[src/rtl/wave_pkg.sv]
// Shared types and helpers for the WaveGen flash->SDRAM loader / SDRAM->DAC player.
// Latency: n/a (package only).
// Backpressure: n/a (package only).
// Contents: FSM state encoding, HIGH/LOW constants, default widths, pack ratio and width helpers.
package wave_pkg;

    typedef enum logic [2:0] {
        ST_IDLE  = 3'd0,
        ST_LOAD  = 3'd1,
        ST_PLAY  = 3'd2,
        ST_DRAIN = 3'd3,
        ST_DONE  = 3'd4
    } state_t;

    localparam logic HIGH = 1'b1;
    localparam logic LOW  = 1'b0;

    localparam int DEF_FLASH_AW  = 24;
    localparam int DEF_FLASH_DW  = 8;
    localparam int DEF_SDRAM_AW  = 24;
    localparam int DEF_SDRAM_DW  = 32;
    localparam int DEF_DAC_DW    = 20;
    localparam int DEF_SYNC_DIV  = 100;
    localparam int DEF_MAX_OUTST = 4;

    // Flash beats packed into one SDRAM word.
    function automatic int pack_ratio(input int sdram_dw, input int flash_dw);
        return sdram_dw / flash_dw;
    endfunction

    // Counter width able to hold 0..n-1, never narrower than one bit.
    function automatic int cnt_w(input int n);
        return (n <= 2) ? 1 : $clog2(n);
    endfunction

endpackage

[src/rtl/wave_packer.sv]
// Packs flash bytes into SDRAM words: rising edge of flash_dv shifts a byte into the word LSBs.
// Latency: word_vld pulses one cycle after the edge that delivers the last byte of a word.
// Backpressure: none; the caller only requests flash reads while the SDRAM write side has room.
// Ports: mclk/rst clock and sync reset; en gates edge capture; clr restarts packing;
//        flash_dv/flash_data flash read side; byte_stb accepted-byte strobe; word_vld/word_dat packed word.
module wave_packer
    import wave_pkg::*;
#(
    parameter int FLASH_DW = DEF_FLASH_DW,
    parameter int SDRAM_DW = DEF_SDRAM_DW
) (
    input  logic                mclk,
    input  logic                rst,
    input  logic                en,
    input  logic                clr,
    input  logic                flash_dv,
    input  logic [FLASH_DW-1:0] flash_data,
    output logic                byte_stb,
    output logic                word_vld,
    output logic [SDRAM_DW-1:0] word_dat
);
    localparam int R  = pack_ratio(SDRAM_DW, FLASH_DW);
    localparam int CW = cnt_w(R);
    localparam logic [CW-1:0] LAST = CW'(R - 1);

    logic          dv_q;
    logic [CW-1:0] cnt;

    // flash_dv is a level; only its rising edge marks a new byte.
    assign byte_stb = en & flash_dv & ~dv_q;

    always_ff @(posedge mclk) begin
        if (rst) begin
            dv_q     <= LOW;
            cnt      <= '0;
            word_vld <= LOW;
            word_dat <= '0;
        end else begin
            dv_q     <= flash_dv;
            word_vld <= LOW;
            if (clr) begin
                cnt      <= '0;
                word_dat <= '0;
            end else if (byte_stb) begin
                // First byte of a word migrates up to the MSBs.
                word_dat <= (word_dat << FLASH_DW) | SDRAM_DW'(flash_data);
                if (cnt == LAST) begin
                    cnt      <= '0;
                    word_vld <= HIGH;
                end else begin
                    cnt <= cnt + 1'b1;
                end
            end
        end
    end

endmodule

[src/rtl/wave_flow_ctrl.sv]
// Loads a waveform from flash into SDRAM, then plays it to the DAC one word per sync tick.
// Latency: flash/SDRAM strobes combinational from state; dac_dv/dac_data pass straight through.
// Backpressure: flash reads wait on flash_rstatus/sdram_wstatus; a blocked tick in PLAY counts an underrun.
// Ports: mclk/rst; start/stop/cfg_* control; busy/loaded/cfg_err/underrun_cnt status;
//        flash_* read port; sdram_w* write port; sdram_r* read port; dac_* sample stream.
module wave_flow_ctrl
    import wave_pkg::*;
#(
    parameter int FLASH_AW  = DEF_FLASH_AW,
    parameter int FLASH_DW  = DEF_FLASH_DW,
    parameter int SDRAM_AW  = DEF_SDRAM_AW,
    parameter int SDRAM_DW  = DEF_SDRAM_DW,
    parameter int DAC_DW    = DEF_DAC_DW,
    parameter int SYNC_DIV  = DEF_SYNC_DIV,
    parameter int MAX_OUTST = DEF_MAX_OUTST
) (
    input  logic                mclk,
    input  logic                rst,
    input  logic                start,
    input  logic                stop,
    input  logic                cfg_reload,
    input  logic                cfg_loop,
    input  logic [SDRAM_AW-1:0] cfg_len,
    output logic                busy,
    output logic                loaded,
    output logic                cfg_err,
    output logic [15:0]         underrun_cnt,
    output logic                flash_rd,
    output logic [FLASH_AW-1:0] flash_addr,
    input  logic                flash_rstatus,
    input  logic [FLASH_DW-1:0] flash_data,
    input  logic                flash_dv,
    output logic                sdram_wren,
    output logic [SDRAM_AW-1:0] sdram_waddr,
    output logic [SDRAM_DW-1:0] sdram_wdata,
    input  logic                sdram_wstatus,
    output logic                sdram_rd,
    output logic [SDRAM_AW-1:0] sdram_raddr,
    input  logic [SDRAM_DW-1:0] sdram_rdata,
    input  logic                sdram_rdv,
    input  logic                sdram_rstatus,
    output logic                dac_start,
    output logic                dac_en,
    output logic                dac_dv,
    output logic [DAC_DW-1:0]   dac_data,
    input  logic                dac_waitrequest
);
    localparam int SW = cnt_w(SYNC_DIV);
    localparam int OW = cnt_w(MAX_OUTST + 1);

    state_t              state;
    logic                stopped;
    logic [SDRAM_AW-1:0] len_q;
    logic [SDRAM_AW-1:0] widx;
    logic [SDRAM_AW-1:0] raddr;
    logic [FLASH_AW-1:0] faddr;
    logic [SW-1:0]       sync_cnt;
    logic [OW-1:0]       outst;
    logic [15:0]         urun;
    logic                loaded_q;
    logic                cfg_err_q;

    logic                byte_stb;
    logic                word_vld;
    logic [SDRAM_DW-1:0] word_dat;
    logic                in_load, in_play, playing, idle_like;
    logic                last_wr, rd_last, pk_clr;

    assign in_load   = (state == ST_LOAD);
    assign in_play   = (state == ST_PLAY);
    assign playing   = in_play | (state == ST_DRAIN);
    assign idle_like = (state == ST_IDLE) | (state == ST_DONE);

    assign last_wr = sdram_wren & (widx == len_q - 1'b1);
    assign rd_last = (raddr == len_q - 1'b1);
    // Packer restarts on every accepted start that goes to LOAD and after the final word.
    assign pk_clr  = (idle_like & start & ~stop & (cfg_len != '0) & (cfg_reload | ~loaded_q)) | last_wr;

    wave_packer #(
        .FLASH_DW (FLASH_DW),
        .SDRAM_DW (SDRAM_DW)
    ) u_packer (
        .mclk       (mclk),
        .rst        (rst),
        .en         (in_load),
        .clr        (pk_clr),
        .flash_dv   (flash_dv),
        .flash_data (flash_data),
        .byte_stb   (byte_stb),
        .word_vld   (word_vld),
        .word_dat   (word_dat)
    );

    assign busy         = ~idle_like;
    assign loaded       = loaded_q;
    assign cfg_err      = cfg_err_q;
    assign underrun_cnt = urun;
    assign flash_rd     = in_load & flash_rstatus & sdram_wstatus;
    assign flash_addr   = faddr;
    // A word completing just after a stop is dropped rather than written.
    assign sdram_wren   = word_vld & in_load;
    assign sdram_waddr  = widx;
    assign sdram_wdata  = word_dat;
    assign dac_start    = playing & (sync_cnt == '0);
    assign dac_en       = playing;
    assign sdram_rd     = in_play & dac_start & sdram_rstatus & ~dac_waitrequest &
                          (outst < OW'(MAX_OUTST));
    assign sdram_raddr  = raddr;
    assign dac_dv       = sdram_rdv;
    assign dac_data     = sdram_rdata[DAC_DW-1:0];

    generate
        if (DAC_DW < SDRAM_DW) begin : g_rdata_hi
            logic unused_rdata_hi;
            assign unused_rdata_hi = ^sdram_rdata[SDRAM_DW-1:DAC_DW];
        end
    endgenerate

    always_ff @(posedge mclk) begin
        if (rst) begin
            state     <= ST_IDLE;
            stopped   <= LOW;
            len_q     <= '0;
            widx      <= '0;
            raddr     <= '0;
            faddr     <= '0;
            sync_cnt  <= '0;
            outst     <= '0;
            urun      <= '0;
            loaded_q  <= LOW;
            cfg_err_q <= LOW;
        end else begin
            if (playing)
                sync_cnt <= (sync_cnt == SW'(SYNC_DIV - 1)) ? '0 : sync_cnt + 1'b1;
            else
                sync_cnt <= '0;

            if (sdram_rd & ~sdram_rdv)
                outst <= outst + 1'b1;
            else if (~sdram_rd & sdram_rdv & (outst != '0))
                outst <= outst - 1'b1;

            if (in_play & dac_start & ~sdram_rd & (urun != 16'hFFFF))
                urun <= urun + 1'b1;

            if (byte_stb)
                faddr <= faddr + 1'b1;
            if (sdram_wren)
                widx <= widx + 1'b1;
            if (sdram_rd)
                raddr <= rd_last ? '0 : raddr + 1'b1;

            // State assignments below take precedence over the counter updates above.
            case (state)
                ST_IDLE, ST_DONE: begin
                    if (start & ~stop) begin
                        if (cfg_len == '0) begin
                            cfg_err_q <= HIGH;
                        end else begin
                            cfg_err_q <= LOW;
                            len_q     <= cfg_len;
                            stopped   <= LOW;
                            if (cfg_reload | ~loaded_q) begin
                                state    <= ST_LOAD;
                                loaded_q <= LOW;
                                widx     <= '0;
                                faddr    <= '0;
                            end else begin
                                state <= ST_PLAY;
                                raddr <= '0;
                            end
                        end
                    end
                end
                ST_LOAD: begin
                    if (stop) begin
                        state   <= ST_DRAIN;
                        stopped <= HIGH;
                    end else if (last_wr) begin
                        state    <= ST_PLAY;
                        loaded_q <= HIGH;
                        faddr    <= '0;
                        widx     <= '0;
                        raddr    <= '0;
                    end
                end
                ST_PLAY: begin
                    if (stop) begin
                        state   <= ST_DRAIN;
                        stopped <= HIGH;
                    end else if (sdram_rd & rd_last & ~cfg_loop) begin
                        state <= ST_DRAIN;
                    end
                end
                ST_DRAIN: begin
                    if (outst == '0)
                        state <= stopped ? ST_IDLE : ST_DONE;
                end
                default: state <= ST_IDLE;
            endcase
        end
    end

endmodule
[config.mk]
export PLATFORM = sky130hd
export DESIGN_NAME = wave_flow_ctrl
export DESIGN_NICKNAME = d
export VERILOG_FILES = /design/src/rtl/wave_pkg.sv /design/src/rtl/wave_packer.sv /design/src/rtl/wave_flow_ctrl.sv
export SDC_FILE = /design/constraint.sdc
export NUM_CORES = 1
export LEC_CHECK = 0
export BUFFER_PORTS_ARGS = -buffer_cell sky130_fd_sc_hd__buf_2
export CAP_MARGIN = 20
export CORE_UTILIZATION = 45
export DETAILED_ROUTE_END_ITERATION = 16
export PLACE_DENSITY = 0.72
export SYNTH_ARGS = -nofsm -noshare
export SYNTH_HDL_FRONTEND = slang
export SYNTH_SLANG_ARGS = --single-unit
[constraint.sdc]
create_clock -name mclk -period 3.3 [get_ports mclk]
set_input_delay 0.495 -clock mclk [delete_from_list [all_inputs] [get_ports mclk]]
set_output_delay 0.495 -clock mclk [all_outputs]
set_load 0.03 [all_outputs]
Yosys cells after proc, flatten, opt, wreduce, memory -nomap -nowiden --
Cells that the tools add are included.
Storage, ports and cells: bits in registers 164, latch bits 0, RAM bits 0, ROM bits 0, input bits 76, output and inout bits 149, word-level logic and storage cells 148, memories 0
Cells by class: $add $sub $neg 9, multiply operators 0, divide/modulo/power cells 0, $lt $le $gt $ge 1, eq/ne operators 18, shifts and indexed selects 0, mux-type cells 47, bitwise operators 39, reductions and logical operators 19
Operators by type and width (number):
- 24-bit 2-to-1 mux | 19
- 24-bit one-hot mux with 2 select lines | 3
- 24-bit by 1-bit adder with 24-bit output, second input constant | 3
- 24-bit == test | 2
- 32-bit by 8-bit bitwise OR with 32-bit output | 1
- 3-bit 2-to-1 mux | 10
- 24-bit logical NOT | 1
- 24-bit nonzero test | 1
- 24-bit by 1-bit subtractor with 24-bit output, second input constant | 1
- 1-bit AND | 23
- 16-bit by 1-bit adder with 16-bit output, second input constant | 1
- 16-bit inequality test, second input constant | 1
- 3-bit one-hot mux with 4 select lines | 1
- 1-bit inverter | 11
- 1-bit 2-to-1 mux | 10
- 2-bit inequality test, second input constant | 4
- 7-bit by 1-bit adder with 7-bit output, second input constant | 1
- 7-bit == test, second input constant | 1
- 7-bit logical NOT | 1
- 3-bit by 2-bit == test with 1-bit output, second input constant | 2
- 3-bit logical NOT | 2
- 2-bit by 1-bit inequality test with 1-bit output, second input constant | 3
- 3-bit by 2-bit inequality test with 1-bit output, second input constant | 2
- 6-bit AND reduction | 1
- other kinds (18) | 28

Longest topological paths before layout --
depth in word-level cells 12, mapped depth 15

Cells and area by module --
Synthesis repeated with hierarchy kept, for this count alone.
Unflattened totals: cells, all modules 1090, area, all modules 9266.4 um2
By module, submodules not included:
- wave_flow_ctrl | instances 1, cells an instance 959, area each 7698.6 um2, sequential area each 2562.5 um2
- wave_packer | instances 1, cells an instance 131, area each 1567.8 um2, sequential area each 720.7 um2

Worst setup path after synthesis --
Ideal clock, no wire load.
kind in2reg, start in dac_waitrequest, end reg raddr[23], in the netlist sdram_raddr[23], library setup time 0.120 ns, arrival time 3.148 ns, data required time 3.180 ns, slack 0.033 ns, stages 7, cells stage by stage or3b_2 nor3_1 nand4_1 or3_1 nor3_1 xnor2_1 nor2_1
Between the ends: cells in the longest elaborated chain, start to end 8, elaborated cells between the ends (all ways) 10
Ends and longest elaborated chain:
- start, declared | RTL line wave_flow_ctrl.sv:46 | input logic dac_waitrequest
- 1-bit inverter * | RTL line wave_flow_ctrl.sv:106 | assign sdram_rd = in_play & dac_start & sdram_rstatus & ~dac_waitrequest &
- 1-bit AND * (2 in a row) | RTL line wave_flow_ctrl.sv:106
- net sdram_rd | RTL line wave_flow_ctrl.sv:37 | output logic sdram_rd,
- 24-bit 2-to-1 mux * | RTL line wave_flow_ctrl.sv:150 | if (sdram_rd)
- 24-bit 2-to-1 mux | RTL line wave_flow_ctrl.sv:163 | if (cfg_reload | ~loaded_q) begin
- 24-bit 2-to-1 mux | RTL line wave_flow_ctrl.sv:157 | if (cfg_len == '0) begin
- 24-bit 2-to-1 mux | RTL line wave_flow_ctrl.sv:156 | if (start & ~stop) begin
- 24-bit one-hot mux with 2 select lines * | RTL line wave_flow_ctrl.sv:154 | case (state)
- end signal, assigned | RTL line wave_flow_ctrl.sv:151 | raddr <= rd_last ? '0 : raddr + 1'b1;
- end, declared | RTL line wave_flow_ctrl.sv:55 | logic [SDRAM_AW-1:0] raddr;
The timed path passes the listed nets; every way through them passes the cells marked *. A chain may end at the register's enable or synchronous reset.

Final worst setup path --
start reg len_q[2], end reg widx[21], in the netlist sdram_waddr[21]
Between the ends: cells in the longest elaborated chain, start to end 6
Ends and longest elaborated chain:
- start, declared | RTL line wave_flow_ctrl.sv:53 | logic [SDRAM_AW-1:0] len_q;
- start signal, assigned | RTL line wave_flow_ctrl.sv:161 | len_q <= cfg_len;
- 24-bit by 1-bit subtractor with 24-bit output | RTL line wave_flow_ctrl.sv:74 | assign last_wr = sdram_wren & (widx == len_q - 1'b1);
- 24-bit == test | RTL line wave_flow_ctrl.sv:74
- 1-bit AND | RTL line wave_flow_ctrl.sv:74
- 24-bit 2-to-1 mux | RTL line wave_flow_ctrl.sv:179 | end else if (last_wr) begin
- 24-bit 2-to-1 mux | RTL line wave_flow_ctrl.sv:176 | if (stop) begin
- 24-bit one-hot mux with 2 select lines | RTL line wave_flow_ctrl.sv:154
- end signal, assigned | RTL line wave_flow_ctrl.sv:149 | widx <= widx + 1'b1;
- end, declared | RTL line wave_flow_ctrl.sv:54 | logic [SDRAM_AW-1:0] widx;
Every way passes these cells.

==> reports/metrics.csv <==
stage;metric;value;unit
power;P_sw;0.002313;W
finish;share of layout cells above drive strength 1;0.2351;
routing;highest routed metal layer;met4;
setup_path;Worst R2R Start;len_q[2];
timing;RSZ-0062 raised after global routing;true;
hold_path;Hold Path Depth;3;
synth;Top FF cell, synth;dfxtp_1;
routing;routed length per placed instance;15.45;µm
hold_path;Hold Path Origin;flash_data[4];
hold_path;Hold EP;u_packer.word_dat[4];
setup_path;Setup crit start kind;register;
timing;Final Hold Fails;0;
routing;Vias;8311;
power;Comb pwr share;0.343;
routing;Detailed Route Iter0 Violations;495;
grt;largest net degree at the start of global routing;49;
timing;Slew @ Worst Pin;0.7897;ns
timing;setup ws final;0.07822;ns
clock_network;CTS Buffer Depth;2;
timing;Slew HR;0.4736;
placement;Port Buf Inserts;172;
die;IO Pins;225;
die;die width;140.9;µm
timing;Fmax achieved;310.4;MHz
synth;Synth area leaders;dfxtp_1, xnor2_1, nand2_1;
routing;Initial DRT Pass Iterations;5;
routing;metal1 wirelength;10.60;mm
clock_network;total CTS buffers;17;
grt;GRT overflow;0;
timing;Tcrit/Tclk final;0.9763;
routing;Routed WL;23.94;mm
power;LEAKAGE;4.439;nW
setup_path;FF-to-FF path depth;11;
power;worst vdd ir;0.0004047;V
synth;share of the synthesized area in the top cell type;0.3783;
synth;leading area contributor after synthesis;dfxtp_1;
synth;Synthesized Nets;1183;
setup_path;CP required;3.63;ns
timing;Clock Skews;0.01569;ns
timing;setup_tns;0;ns
synth;Syn Area/Cell;7.905;µm²
synth;Yosys cell types;65;
setup_path;reg-to-reg endpoint;sdram_waddr[21];
flow_run;total of max-cap violations;0;
finish;# diodes;0;
status;status;finished, final reports clean;
setup_path;Critical Path Sink Type;register;
timing;Final Critical Period;3.222;ns
hold_path;Hold Crit Class;input port to register;
die;row cnt;50;
routing;Via-to-Cell Ratio;5.365;
clock_network;root buf cell;clkbuf_16;
placement;DP HPWL;17.54;mm
clock_network;# clock sinks;164;
finish;Non-Filler Instances;1549;
grt;initial antenna violation count;0;
routing;Post-DRT Antenna Nets;0;
routing;DRC viols;0;
placement;GP Congestion;0.9472;
setup_path;Setup CP Type;register to register;
routing;met3 wire length;1.943;mm
synth;number of flops mapped to enable cells by yosys;0;
power;Seq pwr share;0.337;
timing;Final Max Slew Viols;0;
die;Core Box Area;0.01883;mm²
synth;asr flop ratio synth;0;
power;switching share of power;0.3654;
timing;Hold Worst Slack;0.2910;ns
setup_path;worst reg2reg setup slack;0.08;ns
clock_network;CTS tree;built;
power;Internal Pwr Total;0.004017;W
grt;GR Util All Layers;0.2335;
clock_network;worst skew pair latency;0.43;ns
die;die area;0.01985;mm²
power;Pwr Density;586.5;mW/mm²
finish;commonest non-fill, non-tap cell in the layout;buf_2;
setup_path;Crit Path Max Fanout;12;
die;die height;140.9;µm
placement;post-place setup slack;-0.02472;ns
finish;NumNets Final;1361;
setup_path;worst path arrival time;3.55;ns
finish;final design utilization;0.5731;
power;Clock power frac;0.320;
synth;Seq/Total Area, Yosys;0.3783;
timing;final setup vio count;0;
synth;Synth Instances;1098;
die;Initial Util;0.4609;
synth;Post-Syn Area;0.008680;mm²
routing;met2 routed WL;11.03;mm
synth;flops & latches, synth;164;
synth;Syn. warnings;0;
clock_network;CTS H-tree lvls;4;
grt;vias in the first global route;7390;
finish;area delta synth->final;24.33;%
clock_network;clk slew on worst S/H paths;0.08;ns
finish;commonest non-fill, non-tap cells in the layout;buf_2, nand2_1, dfxtp_1;
grt;first-pass GRT wire length;37.14;mm
placement;Post-Place Cells;1511;
==> cell type report <==
| cell class | instances | area (µm²) |
|---|---|---|
| clock buffers | 17 | 425.4 |
| clock inverters | 15 | 201.4 |
| fillers | 1748 | 8039 |
| inverters | 20 | 75.07 |
| multi-input cells | 834 | 5016 |
| flip-flops and latches | 164 | 3284 |
| well taps | 260 | 325.3 |
| repair buffers | 239 | 1464 |
==> per-stage QoR <==
step	power (W)	instance area (µm²)
floorplan	0.003523	8680
global placement	0.004068	9946
detailed placement	0.004090	9946
CTS	0.006130	10590
global route	0.006642	10790
finish	0.006330	10790
==> worst max path at each step <==
stage / cells after the start / start / endpoint
finish: 11 / len_q[2] / sdram_waddr[21]
detailed placement: 13 / len_q[0] / sdram_raddr[16]
CTS: 14 / len_q[0] / sdram_raddr[16]
global placement: 13 / len_q[0] / sdram_raddr[7]
floorplan: 7 / dac_waitrequest / sdram_raddr[23]
global route: 11 / len_q[1] / sdram_waddr[3]
==> worst max-delay path, cell delays in order, from the launching register on <==
cell,delay (ns)
dfxtp_1,0.37
or4_4,0.55
or4_4,0.59
or3_1,0.34
a32oi_2,0.23
and4b_1,0.27
nand4_4,0.12
o21ai_2,0.14
a21o_2,0.15
buf_12,0.14
buf_8,0.15
nor2_1,0.06
==> flip-flops by register name (all words and copies together) (netlist names) <==
name / cells
cfg_err: 1
flash_addr: 24
len_q: 24
loaded: 1
outst: 3
sdram_raddr: 24
sdram_waddr: 24
state: 3
stopped: 1
sync_cnt: 7
u_packer.cnt: 2
u_packer.dv_q: 1
u_packer.word_dat: 32
u_packer.word_vld: 1
underrun_cnt: 16
==> cells in the mapped netlist (all sizes together), types with 4 or more instances <==
master and n:
nor4b 5, a31oi 4, nand4 31, a21oi 81, nor4 23, dfxtp 164
nand3 45, ha 8, nor3 24, o2111ai 4, nor3b 4, buf 39
o211ai 7, nand3b 5, or2 4, o22ai 4, and3 20, mux2i 6
o31ai 4, and4 10, xnor2 72, clkbuf 41, o21ai 20, inv 20
xor2 63, or4 8, and2 5, nand2b 14, nor2 136, or3 17
nand2 164, nor2b 10
==> layer usage <==
layer,global-route usage,vias to the layer above
li1,-,4114
met1,0.3076,3848
met2,0.3708,308
met3,0.06963,41
met4,0.06350,0
met5,0,-
==> power groups by stage <==
stage                     clock [W]  sequential (W)  combinational [W]
after floorplan                   0         0.00219            0.00133
after global placement            0         0.00217            0.00190
after detailed placement          0         0.00217            0.00192
after CTS                   0.00206         0.00213            0.00194
after global routing        0.00215         0.00214            0.00235
final                       0.00203         0.00213            0.00217
==> cell families after synthesis <==
| kind of cell | share of synthesized area |
|---|---|
| AO/OA/AOI/OAI | 0.1038 |
| AND/OR/NAND/NOR | 0.3013 |
| adder cells (fa/ha/maj) | 0.01384 |
| buffers and inverters | 0.05708 |
| flip-flops | 0.3783 |
| multiplexers | 0.006920 |
| XOR/XNOR | 0.1388 |
==> what timing repair did <==
| action | CTS | global route |
|---|---|---|
| setup buffers | 0 | 1 |
| cloned | 0 | 5 |
| gates resized for setup | 3 | 19 |
| pin swaps | 0 | 7 |
| hold buffers | 0 | 0 |
| endpoints found under the hold margin | 0 | 0 |
| endpoints found under the setup margin | 59 | 76 |
(Power assumes the default switching activity.)
